[config.mk]
export PLATFORM = sky130hd
export DESIGN_NAME = game_flow_controller
export DESIGN_NICKNAME = d
export VERILOG_FILES = /design/src/rtl/game_pkg.sv /design/src/rtl/key_edge_detect.sv /design/src/rtl/game_flow_controller.sv
export SDC_FILE = /design/constraint.sdc
export NUM_CORES = 1
export LEC_CHECK = 0
export ABC_AREA = 0
export CAP_MARGIN = 5
export CORE_MARGIN = 10
export CORE_UTILIZATION = 25
export DETAILED_ROUTE_END_ITERATION = 10
export SLEW_MARGIN = 5
export SYNTH_ARGS = -nofsm -noshare
export SYNTH_HDL_FRONTEND = slang
export SYNTH_SLANG_ARGS = --single-unit
export TNS_END_PERCENT = 50
[constraint.sdc]
create_clock -name clk -period 3.14 [get_ports clk]
set_clock_uncertainty 0.1 [all_clocks]
set_input_delay 0.314 -clock clk [delete_from_list [all_inputs] [get_ports clk]]
set_output_delay 0.314 -clock clk [all_outputs]
set_load 0.005 [all_outputs]
[src/rtl/game_pkg.sv]
// Shared types and default timing constants for the game flow controller.
package game_pkg;

  typedef enum logic [1:0] {
    MENU  = 2'd0,
    RUN   = 2'd1,
    PAUSE = 2'd2,
    OVER  = 2'd3
  } game_state_t;

  localparam int unsigned DEF_JUMP_COOLDOWN = 20;
  localparam int unsigned DEF_GAMEOVER_HOLD = 60;

endpackage

[src/rtl/key_edge_detect.sv]
// Turns a key level into a one-cycle press pulse. The previous-level register
// resets high so a key held through reset must be released before it counts.
module key_edge_detect (
  input  logic clk,
  input  logic rst_n,
  input  logic level_i,
  output logic press_o
);

  logic prev_q;

  always_ff @(posedge clk) begin
    if (!rst_n) prev_q <= 1'b1;
    else        prev_q <= level_i;
  end

  assign press_o = level_i & ~prev_q;

endmodule

[src/rtl/game_flow_controller.sv]
// Game state sequencing (menu/run/pause/over) and jump request arbitration
// with a frame-counted cooldown after each acknowledged jump.
module game_flow_controller
  import game_pkg::*;
#(
  parameter int unsigned JUMP_COOLDOWN = DEF_JUMP_COOLDOWN,
  parameter int unsigned GAMEOVER_HOLD = DEF_GAMEOVER_HOLD
) (
  input  logic       clk,
  input  logic       rst_n,
  input  logic       space,
  input  logic       enter,
  input  logic       frame_tick,
  input  logic       collision,
  input  logic       jump_ack,
  output logic       jump_req,
  output logic [1:0] state,
  output logic       run_en,
  output logic       game_rst
);

  localparam int unsigned CW = $clog2(JUMP_COOLDOWN + 1);
  localparam int unsigned HW = $clog2(GAMEOVER_HOLD + 1);

  game_state_t   state_q, state_d;
  logic          jump_req_q, jump_req_d;
  logic          game_rst_q, game_rst_d;
  logic [CW-1:0] cool_q, cool_d;
  logic [HW-1:0] hold_q, hold_d;
  logic          space_press, enter_press;

  key_edge_detect u_space_edge (
    .clk     (clk),
    .rst_n   (rst_n),
    .level_i (space),
    .press_o (space_press)
  );

  key_edge_detect u_enter_edge (
    .clk     (clk),
    .rst_n   (rst_n),
    .level_i (enter),
    .press_o (enter_press)
  );

  always_ff @(posedge clk) begin
    if (!rst_n) begin
      state_q    <= MENU;
      jump_req_q <= 1'b0;
      game_rst_q <= 1'b0;
      cool_q     <= '0;
      hold_q     <= '0;
    end else begin
      state_q    <= state_d;
      jump_req_q <= jump_req_d;
      game_rst_q <= game_rst_d;
      cool_q     <= cool_d;
      hold_q     <= hold_d;
    end
  end

  always_comb begin
    state_d    = state_q;
    jump_req_d = jump_req_q;
    game_rst_d = 1'b0;
    cool_d     = cool_q;
    hold_d     = hold_q;

    case (state_q)
      MENU: begin
        cool_d = '0;
        if (enter_press) begin
          state_d    = RUN;
          game_rst_d = 1'b1;
        end
      end

      RUN: begin
        if (frame_tick && cool_q != '0) cool_d = cool_q - 1'b1;
        // Collision outranks enter, which outranks the jump handshake; leaving
        // RUN drops any pending request without loading the cooldown.
        if (collision) begin
          state_d    = OVER;
          hold_d     = HW'(GAMEOVER_HOLD);
          jump_req_d = 1'b0;
          cool_d     = '0;
        end else if (enter_press) begin
          state_d    = PAUSE;
          jump_req_d = 1'b0;
        end else if (jump_req_q && jump_ack) begin
          jump_req_d = 1'b0;
          cool_d     = CW'(JUMP_COOLDOWN);
        end else if (!jump_req_q && cool_q == '0 && space_press) begin
          jump_req_d = 1'b1;
        end
      end

      PAUSE: begin
        if (enter_press) state_d = RUN;
      end

      OVER: begin
        if (frame_tick && hold_q != '0) hold_d = hold_q - 1'b1;
        if (enter_press && hold_q == '0) state_d = MENU;
      end

      default: state_d = MENU;
    endcase
  end

  assign state    = state_q;
  assign run_en   = (state_q == RUN);
  assign jump_req = jump_req_q;
  assign game_rst = game_rst_q;

endmodule

==> results.py <==
metrics = {
    "timing": {
        "layout_setup_ws_ns": 0.9985,
        "finalCriticalPeriod_ns": 2.142,
        "fmax_ghz": 0.4670,
        "hold_viol": 0,
        "final-setup-viol-count": 0,
        "holdWs_ns": 0.3928,
        "period_share_pct": 68.20,
        "fin_setup_tns_ns": 0,
        "report.final.slew_viol_count": 0,
        "tightestPinTransition_ns": 0.5374,
        "grt_setup_unrepaired": "false",
        "relSlewSlack_pct": 64.10,
    },
    "clock_tree": {
        "post_cts_buffers": 0,
        "cts_made_buffers": 3,
        "cts_max_level": 1,
        "cts_tree": "built",
        "cts.sinks": 17,
        "holdBufCountCts": 0,
        "cts-root-buf": "clkbuf_8",
        "path_clk_slew_ns": 0.06,
        "cts.path.max_buffers": 2,
        "ctsResizeCount": 0,
        "clk_latency_ns": 0.25,
    },
    "cells_and_area": {
        "final_nets": 132,
        "area_growth_pct": 20.16,
        "diodes": 0,
        "drive_above_1_share_pct": 3.306,
    },
    "logic_synthesis": {
        "async_flop_share_pct": 0,
        "syn_nets": 122,
        "ys.warnings.count": 0,
        "seq_area_frac_synth_pct": 37.31,
        "netlist_instances": 112,
        "avgSynthCellArea_sq_um": 8.144,
        "ys.flop_type": "dfxtp_1",
        "synth_cell_type_count": 37,
        "syn-cell-area_sq_um": 912.1,
        "ys_seq_elements": 17,
        "synth_edf_count": 0,
    },
    "global_route": {
        "grt_use_total_pct": 6.629,
        "overflow": 0,
        "antenna_found_initial": 0,
        "grt_pass1_wl_mm": 3.484,
        "grt_max_degree": 14,
        "grt_pass1_vias": 808,
    },
    "route": {
        "drt_iter0_markers": 55,
        "vias": 838,
        "wl_per_cell_um": 12.07,
        "met2_length_um": 895,
        "firstDrtPassIters": 4,
        "drc_errors": 0,
        "top_layer": "met4",
        "finalWirelength_mm": 2.015,
        "viasPerCell": 5.018,
        "m1WireLength_um": 925,
        "dr_wl_met3_um": 163,
        "ant_nets": 0,
    },
    "critical_path": {
        "worstPathArrival_ns": 1.73,
        "required_ns": 2.73,
        "worst-path-max-fanout": 12,
        "cp-end-kind": "output pin",
        "setup.worst_path.class": "flop to output pin",
        "startpoint_type": "flop",
        "reg2reg_slack_ns": 1.22,
    },
    "min_path": {
        "min_path_type": "flop to flop",
    },
    "place": {
        "place_congestion": 0.8591,
        "port_buffers": 11,
        "place_ws_ns": 0.9619,
        "place_hpwl_mm": 1.538,
    },
    "die": {
        "core_sq_um": 3442,
        "num_io_pins": 12,
        "rows": 21,
        "die_y_um": 80.40,
        "die_width_um": 80.40,
        "die_area_sq_um": 6464,
        "initial_core_util_pct": 26.50,
    },
    "pwr": {
        "p_per_area_nw_per_um2": 395.4,
        "leakagePower_nw": 0.4095,
        "ir_worst_vdd_uv": 257.6,
    },
    "outcome": {
        "status": "finished, final reports clean",
    },
    "job": {
        "max_cap_violations": 0,
    },
}
-- synth_stat cells (2+ instances only) --
| cell type | n | area (sq um) |
|---|---|---|
| dfxtp_1 | 17 | 340.3 |
| or3_1 | 3 | 18.77 |
| nor2b_1 | 3 | 18.77 |
| a21oi_1 | 2 | 10.01 |
| nand2b_1 | 3 | 18.77 |
| inv_1 | 10 | 37.54 |
| nor4b_1 | 2 | 17.52 |
| clkbuf_1 | 3 | 11.26 |
| nor2_1 | 7 | 26.28 |
| nand2_1 | 13 | 48.80 |
| and4_1 | 2 | 17.52 |
| a31oi_1 | 4 | 25.02 |
| mux2i_1 | 3 | 30.03 |
| nand3_1 | 2 | 10.01 |
| buf_2 | 2 | 10.01 |
| nor3_1 | 3 | 15.01 |
| ha_1 | 3 | 37.54 |
| nor3b_1 | 2 | 15.01 |
| nand4_1 | 2 | 12.51 |
| o21ai_0 | 9 | 45.04 |
-- where the power goes --
group	switching, mW	total (mW)	internal (mW)
Clock	0.0671	0.157	0.0897
Sequential	0.00649	0.228	0.221
Combinational	0.0253	0.0485	0.0232
Total	0.0990	0.433	0.334
-- stage by stage --
stage          cells  utilization [%]  power [mW]  cell area [sq um]
2_1_floorplan    112                -      0.2613              912.1
3_3_place_gp     163            30.53      0.2799               1051
3_5_place_dp     163            30.53      0.2810               1051
4_1_cts          167            31.84      0.4426               1096
5_1_grt          167            31.84      0.4604               1096
6_report         167            31.84      0.4334               1096
-- worst max-delay path, stage by stage, from the launching register on --
cell and delay (ns):
dfxtp_1 0.51, nor2b_1 0.39, clkdlybuf4s50_1 0.58
-- flip-flops by register name (all words and copies together) (netlist names) --
| signal | count |
|---|---|
| jump_req | 1 |
| cool_q | 5 |
| hold_q | 6 |
| u_space_edge.prev_q | 1 |
| u_enter_edge.prev_q | 1 |
| game_rst | 1 |
| state | 2 |
-- cell families (layout without fill, tap and decap cells) --
| group | Yosys count | count (layout) | share of synthesized area [%] |
|---|---|---|---|
| and+or+nand+nor | 47 | 47 | 29.08 |
| AOI/OAI and AO/OA | 26 | 26 | 18.93 |
| DFF | 17 | 17 | 37.31 |
| buffers and inverters | 16 | 25 | 7.271 |
| adders and majority gates | 3 | 3 | 4.116 |
| muxes | 3 | 3 | 3.292 |
-- metal layers --
layer / GRT usage [%] / up-vias
met5: 0 / -
met4: 3.873 / 0
met3: 3.007 / 2
met1: 7.731 / 388
li1: - / 421
met2: 9.713 / 27
-- layout make-up --
class,instances,area [sq um]
Timing Repair Buffer,11,110.1
Clock buffer,4,45.04
Tap cell,46,57.56
Multi-Input combinational cell,79,505.5
Inverter,10,37.54
Sequential cell,17,340.3
Fill cell,361,2346
-- placed cells by master (no fill, tap or decap), types with 2 or more instances in the layout --
master,instances
clkbuf_8,3
nor2b_1,3
dfxtp_1,17
inv_1,10
or3_1,3
nand2b_1,3
nand2_1,13
mux2i_1,3
ha_1,3
nor3b_1,2
clkdlybuf4s50_1,11
and4_1,2
nor3_1,3
o21ai_0,9
nor4b_1,2
nor2_1,7
a21oi_1,2
nand3_1,2
nand4_1,2
a31oi_1,4
-- path summary, 6_finish.rpt --
kind	startpoint	endpoint	depth (start not counted)
min	cool_q[4]	cool_q[4]	2
min reg2reg	cool_q[4]	cool_q[4]	2
max	state[0]	run_en	2
max reg2reg	hold_q[0]	hold_q[3]	6
No activity file was read; power rests on OpenSTA's default activity.
